$ cat src/rtl/frame_writeback_rgb888.sv
// Frame-buffer write-back: buffers the raster pixel stream in a small address-tagged
// FIFO and writes it to BRAM at BASE_ADDR + pixel index whenever the write port is granted.
module frame_writeback_rgb888 #(
    parameter int DATA_W     = 24,
    parameter int ADDR_W     = 17,
    parameter int WIDTH      = 480,
    parameter int HEIGHT     = 272,
    parameter int BASE_ADDR  = 0,
    parameter int FIFO_DEPTH = 4
) (
    input  logic              iClk,
    input  logic              iRst,
    input  logic              iStart,
    input  logic              iValid,
    input  logic [DATA_W-1:0] iPixel,
    output logic              oCs,
    output logic              oWe,
    output logic [ADDR_W-1:0] oAddr,
    output logic [DATA_W-1:0] oWrData,
    input  logic              iGrant,
    output logic              oBusy,
    output logic              oDone,
    output logic              oOverflow
);

    localparam int PTR_W = $clog2(FIFO_DEPTH);
    localparam int CNT_W = PTR_W + 1;
    localparam logic [ADDR_W-1:0] BASE     = ADDR_W'(BASE_ADDR);
    localparam logic [ADDR_W-1:0] LAST_IDX = ADDR_W'(WIDTH * HEIGHT - 1);
    localparam logic [CNT_W-1:0]  FULL_CNT = CNT_W'(FIFO_DEPTH);

    typedef enum logic [1:0] {S_IDLE, S_RUN, S_DRAIN, S_DONE} state_t;

    state_t            state_q, state_d;
    logic [ADDR_W-1:0] idx_q, idx_d;
    logic [PTR_W-1:0]  wr_ptr_q, wr_ptr_d;
    logic [PTR_W-1:0]  rd_ptr_q, rd_ptr_d;
    logic [CNT_W-1:0]  count_q, count_d;
    logic              ovf_q, ovf_d;
    logic [ADDR_W-1:0] addr_mem_q [FIFO_DEPTH];
    logic [DATA_W-1:0] data_mem_q [FIFO_DEPTH];

    logic              not_empty, full, in_run, push, pop, drop;
    logic [ADDR_W-1:0] wr_addr;

    always_comb begin
        not_empty = (count_q != '0);
        full      = (count_q == FULL_CNT);
        in_run    = (state_q == S_RUN);
        pop       = not_empty && iGrant;
        // a full FIFO still accepts a pixel when the head leaves on the same edge
        push      = iValid && in_run && (!full || pop);
        drop      = iValid && in_run && full && !pop;
        wr_addr   = BASE + idx_q;

        state_d  = state_q;
        idx_d    = idx_q;
        wr_ptr_d = wr_ptr_q;
        rd_ptr_d = rd_ptr_q;
        count_d  = count_q;
        ovf_d    = ovf_q;

        if (push) wr_ptr_d = wr_ptr_q + PTR_W'(1);
        if (pop)  rd_ptr_d = rd_ptr_q + PTR_W'(1);
        case ({push, pop})
            2'b10:   count_d = count_q + CNT_W'(1);
            2'b01:   count_d = count_q - CNT_W'(1);
            default: count_d = count_q;
        endcase
        if (drop) ovf_d = 1'b1;

        unique case (state_q)
            S_IDLE: begin
                if (iStart) begin
                    state_d  = S_RUN;
                    idx_d    = '0;
                    wr_ptr_d = '0;
                    rd_ptr_d = '0;
                    count_d  = '0;
                    ovf_d    = 1'b0;
                end
            end
            S_RUN: begin
                if (iValid) begin
                    idx_d = idx_q + ADDR_W'(1);
                    if (idx_q == LAST_IDX) state_d = S_DRAIN;
                end
            end
            S_DRAIN: begin
                if (count_q == '0) state_d = S_DONE;
            end
            S_DONE: begin
                state_d = S_IDLE;
            end
        endcase
    end

    always_ff @(posedge iClk or negedge iRst) begin
        if (!iRst) begin
            state_q  <= S_IDLE;
            idx_q    <= '0;
            wr_ptr_q <= '0;
            rd_ptr_q <= '0;
            count_q  <= '0;
            ovf_q    <= 1'b0;
        end else begin
            state_q  <= state_d;
            idx_q    <= idx_d;
            wr_ptr_q <= wr_ptr_d;
            rd_ptr_q <= rd_ptr_d;
            count_q  <= count_d;
            ovf_q    <= ovf_d;
        end
    end

    always_ff @(posedge iClk) begin
        if (push) begin
            addr_mem_q[wr_ptr_q] <= wr_addr;
            data_mem_q[wr_ptr_q] <= iPixel;
        end
    end

    // head is masked while empty so stale or uninitialised entries never reach the port
    assign oCs       = not_empty;
    assign oWe       = not_empty;
    assign oAddr     = not_empty ? addr_mem_q[rd_ptr_q] : '0;
    assign oWrData   = not_empty ? data_mem_q[rd_ptr_q] : '0;
    assign oBusy     = (state_q != S_IDLE);
    assign oDone     = (state_q == S_DONE);
    assign oOverflow = ovf_q;

endmodule

$ cat config.mk
export PLATFORM = sky130hd
export DESIGN_NAME = frame_writeback_rgb888
export DESIGN_NICKNAME = d
export VERILOG_FILES = /design/src/rtl/frame_writeback_rgb888.sv
export SDC_FILE = /design/constraint.sdc
export NUM_CORES = 1
export LEC_CHECK = 0
export CAP_MARGIN = 20
export CORE_ASPECT_RATIO = 1.25
export CORE_UTILIZATION = 57
export DETAILED_ROUTE_END_ITERATION = 8
export HOLD_SLACK_MARGIN = 0.15
export PLACE_DENSITY = 0.83
export SYNTH_ARGS = -nofsm -noshare
export SYNTH_HDL_FRONTEND = slang
export SYNTH_SLANG_ARGS = --single-unit
$ cat constraint.sdc
create_clock -name iClk -period 3.6 [get_ports iClk]
set_input_delay 0.54 -clock iClk [delete_from_list [all_inputs] [get_ports iClk]]
set_output_delay 0.54 -clock iClk [all_outputs]
set_load 0.005 [all_outputs]
# After elaboration in Yosys (flattened, before gate mapping)
# Memory sizes are Yosys's and may differ from the RTL's.
# Cells that the tools add are included.
# word_totals
ff_bits	27
ram_bits	164
inputBits	29
out_inout_bits	46
word_cells	63
n_memories	2
# classes
addsub	5
eq_ne	11
mux	24
n_reduce_logical	15
# mem_list
memory	words	word_bits	read_ports	rd_clocked_by_memory_dff	write_ports	line_no	source
data_mem_q	4	24	1	0	1	41	logic [DATA_W-1:0] data_mem_q [FIFO_DEPTH];
addr_mem_q	4	17	1	0	1	40	logic [ADDR_W-1:0] addr_mem_q [FIFO_DEPTH];
# op_table
op	n
$mux 17	3
$pmux 17 s2	1
$mux 24	1
$mux 2	10
$add 17x1->17 const B	1
$eq 17x17->1 const B	1
$pmux 2 s4	1
$eq 2x2->1 const B	3
$mux 3	2
$ne 2x2->1 const B	3
$pmux 3 s2	1
$logic_and 1x1->1	5
$mux 1	5
$add 2x1->2 const B	2
$eq 2x1->1 const B	2
$reduce_and 4->1	1
$reduce_bool 2->1	2
$add 3x1->3 const B	1
$eq 3x3->1 const B	1
$logic_not 3->1	1
$reduce_and 3->1	1
$reduce_bool 3->1	1
$sub 3x1->3 const B	1
$logic_not 1->1	2
other kinds (3)	3

# Depth between registers and ports, before layout
# depth
depth_word	8
depth_mapped	12
mapped_depth_nobuf	11

# Least setup slack after synthesis
# Ideal clock, no wire load.
# synth_timing
path_type	register -> register
from	register state_q[1]
to	memory addr_mem_q[0][0] (enable)
arrival_time_ps	2153
required_time_ps	3198
slack_ps	1044
path_stages_with_launch	7
n_path_buf	1
period_less_slack_ps	2556
path_cell_list	dfrtp_1 -> inv_1 -> ha_1 -> buf_2 -> nand2_1 -> nor2_1 -> and2_1
# synth_via
elab_chain_cells	5
# synth_lines
item	line_no	source
start, declared	34	state_t state_q, state_d;
start signal, assigned	107	state_q <= state_d;
$eq 2x1->1	49	in_run = (state_q == S_RUN);
$logic_and 1x1->1 (2 in series)	52	push = iValid && in_run && (!full || pop);
$mux 1	117	if (push) begin
$mux 1 (implied by the code)	118	addr_mem_q[wr_ptr_q] <= wr_addr;
end, declared	40	
# No other way between the ends.

# Worst setup path in the final report
# layout_timing
from	register rd_ptr_q[0]
to	output oWrData[1]
# layout_via
elab_chain_cells	2
# layout_lines
item	line_no	source
start, declared	37	logic [PTR_W-1:0] rd_ptr_q, rd_ptr_d;
start signal, assigned	110	rd_ptr_q <= rd_ptr_d;
$mem_v2 4x24	-	
$mux 24	127	assign oWrData = not_empty ? data_mem_q[rd_ptr_q] : '0;
end, declared	19	output logic [DATA_W-1:0] oWrData,
# No other way between the ends.

==> reports/qor.yml <==
syn_inst: 440
utilization_pct: 70.8
ys_seq_area_share_pct: 71.8
ys_warn_count: 0
final_nets: 564
io_pins: 75
insertion_delay_ps: 430
slew_viol_final: 0
postCtsSetupBuffers: 0
rows: 47
cts_tree: "done"
clkPwrFrac_pct: 27.1
synth_top_area_share_pct: 63.1
cts_made_buffers: 17
power_frac_comb_pct: 32.9
cts_hold_buf: 0
dieWidth_um: 107
vdd_ir_drop_max_v: 0.000431
syn_to_final_growth_pct: 20.6
synth.net_count: 481
ant_nets: 0
final_layout_size_suffix_gt1_share_pct: 17.2
syn_area_per_cell_um2: 17.7
rsz0062_at_grt: "no"
setup_violations: 0
dpl.cell_count: 675
critPathSlowestCell: "dfrtp_2"
wl_um: 15200
worst_setup_path_end_kind: "output port"
hpwl_um: 8550
initial_core_util_pct: 58.7
diodes: 0
p_int_uw: 5100
grt_util_met1_pct: 29.6
p_sw_share_pct: 28.9
met2_usage_pct: 40.3
outcome: "finished, final reports clean"
start_kind: "flip-flop"
die_h_um: 133
grt.total_usage_pct: 23.4
multiInputGateArea_um2: 2060
critical_path_class: "flip-flop to output port"
seq_power_share_pct: 39.9
io_buffers: 74
ctsResizeCount: 0
required_ps: 3060
power_leakage_uw: 0.00324
grt_pass1_vias: 4409
grt_pass1_wl_um: 24000
critical_path.max_stage_delay_ps: 580
worst_slew_pin_slew_ps: 895
gr-total-overflow: 0
r2r.worst_path.cells: 9
path_cells: "buf_4 > mux4_2 > and2_1 > clkdlybuf4s50_1"
synth.most_common_cell: "edfxtp_1"
htreeDepth: 4
max_slew_margin_pct: 40.2
synth-async-reset-ratio_pct: 14.1
clock_sinks: 191
synth.distinct_cells: 35
fin_setup_tns_ps: 0
min_period_ps: 3080
first_pass_iters: 5
hold_depth: 2
via_per_inst: 5.96
root_buffer: "clkbuf_16"
synth_edf_count: 164
drc: 0
instances_no_fill: 707
drv_cap: 0
ys_top_cells_by_count: "edfxtp_1, and2_1, mux4_2"
fin_skew_ps: 11.0
nFillCells: 828
finalHoldViolCount: 0
die_area_um2: 14200
grt.busiest_layer: "met2"
core_area_um2: 13300
cts.path.max_buffers: 2
synth_top_area_cell: "edfxtp_1"
finalCritPeriodShare_pct: 85.4
ys.flop_type: "edfxtp_1"
crit_fanout: 11
grt_max_degree: 46
ys_seq_elements: 191
place.gp.congestion: 0.836
vias: 4215
p_switching_uw: 2070
netlist_area_um2: 7800
ys_top_cells_by_area: "edfxtp_1, mux4_2, dfrtp_1, and2_1, ha_1"
antenna_found_initial: 0
arrival_ps: 2540
power.density_nw_per_um2: 762
met3_usage_pct: 4.19
wl_per_cell_um: 21.5
path_clk_slew_ps: 80
max_freq_ghz: 0.325
hold_class: "flip-flop to flip-flop"
drt-initial-drc-count: 280
regArea_um2: 5600
[final timing paths]
| kind | start | to | slack (ps) |
|---|---|---|---|
| setup / recovery | rd_ptr_q[0] | oWrData[1] | 520 |
| hold / removal | oOverflow | oOverflow | 530 |
| setup reg to reg | count_q[1] | count_q[2] | 1000 |
| hold reg to reg | oOverflow | oOverflow | 530 |
| max in group asynchronous | iRst | state_q[1] | 2290 |
| min in group asynchronous | iRst | wr_ptr_q[0] | 610 |
[logic make-up (layout without fill, tap and decap cells)]
logic type                 Yosys count  in the layout  synth area share, %
DFF                                191            191                 71.8
and+or+nand+nor                    115            115                 8.55
muxes                               42             42                 12.0
AOI/OAI and AO/OA                   35             35                 2.66
buffers and inverters               35            131                 1.85
adders and majority gates           12             12                 2.02
xor gates and xnor gates            10             10                 1.12
[through the flow]
step	cell area, um2	setup WS, ps	hold WS, ps	total power (uW)
after CTS	9410	470	528	7220
after global routing	9410	408	547	7500
after detailed placement	8790	485	510	5270
final	9410	524	525	7170
after floorplan	7800	1040	244	4160
after global placement	8790	696	486	5180
[metal layers]
metal,wire length [um],share of wire (%)
met1,5880,39
met2,8200,54
met4,338,2.2
met3,797,5.2
met5,0,0
[sequential cells by signal (all words and copies together) (netlist names)]
name / cells
data_mem_q: 96
addr_mem_q: 68
idx_q: 17
count_q: 3
rd_ptr_q: 2
state_q: 2
wr_ptr_q: 2
oOverflow: 1
[cell usage in the layout, fill, tap and decap left out, types with 11 or more instances in the layout]
cell,n
inv_1,14
o21ai_0,11
ha_1,11
dfrtp_1,25
mux4_2,41
a21oi_1,13
and2_1,45
clkdlybuf4s50_1,74
edfxtp_1,164
clkbuf_16,17
nor2_1,16
[final cells by class]
type	instances	share of cell area (%)
Sequential cell	191	59.5
Clock buffer	17	4.52
Tap cell	171	2.27
Inverter	14	0.559
Timing Repair Buffer	85	9.15
Clock inverter	15	2.06
Multi-Input combinational cell	214	21.9
[critical path: cells and delay by family (launching register included)]
family        cells  cell delay, ps
buf+inv           2             780
flops             1             580
mux               1             540
simple gates      1             200
[power by group through the flow]
stage / clock network, uW / registers, uW / logic, uW
5_1_grt: 2050 / 2890 / 2560
3_5_place_dp: 0 / 2900 / 2360
4_1_cts: 1960 / 2870 / 2390
2_1_floorplan: 0 / 2800 / 1370
6_report: 1940 / 2860 / 2360
3_3_place_gp: 0 / 2880 / 2300
No activity file was read; power rests on OpenSTA's default activity.
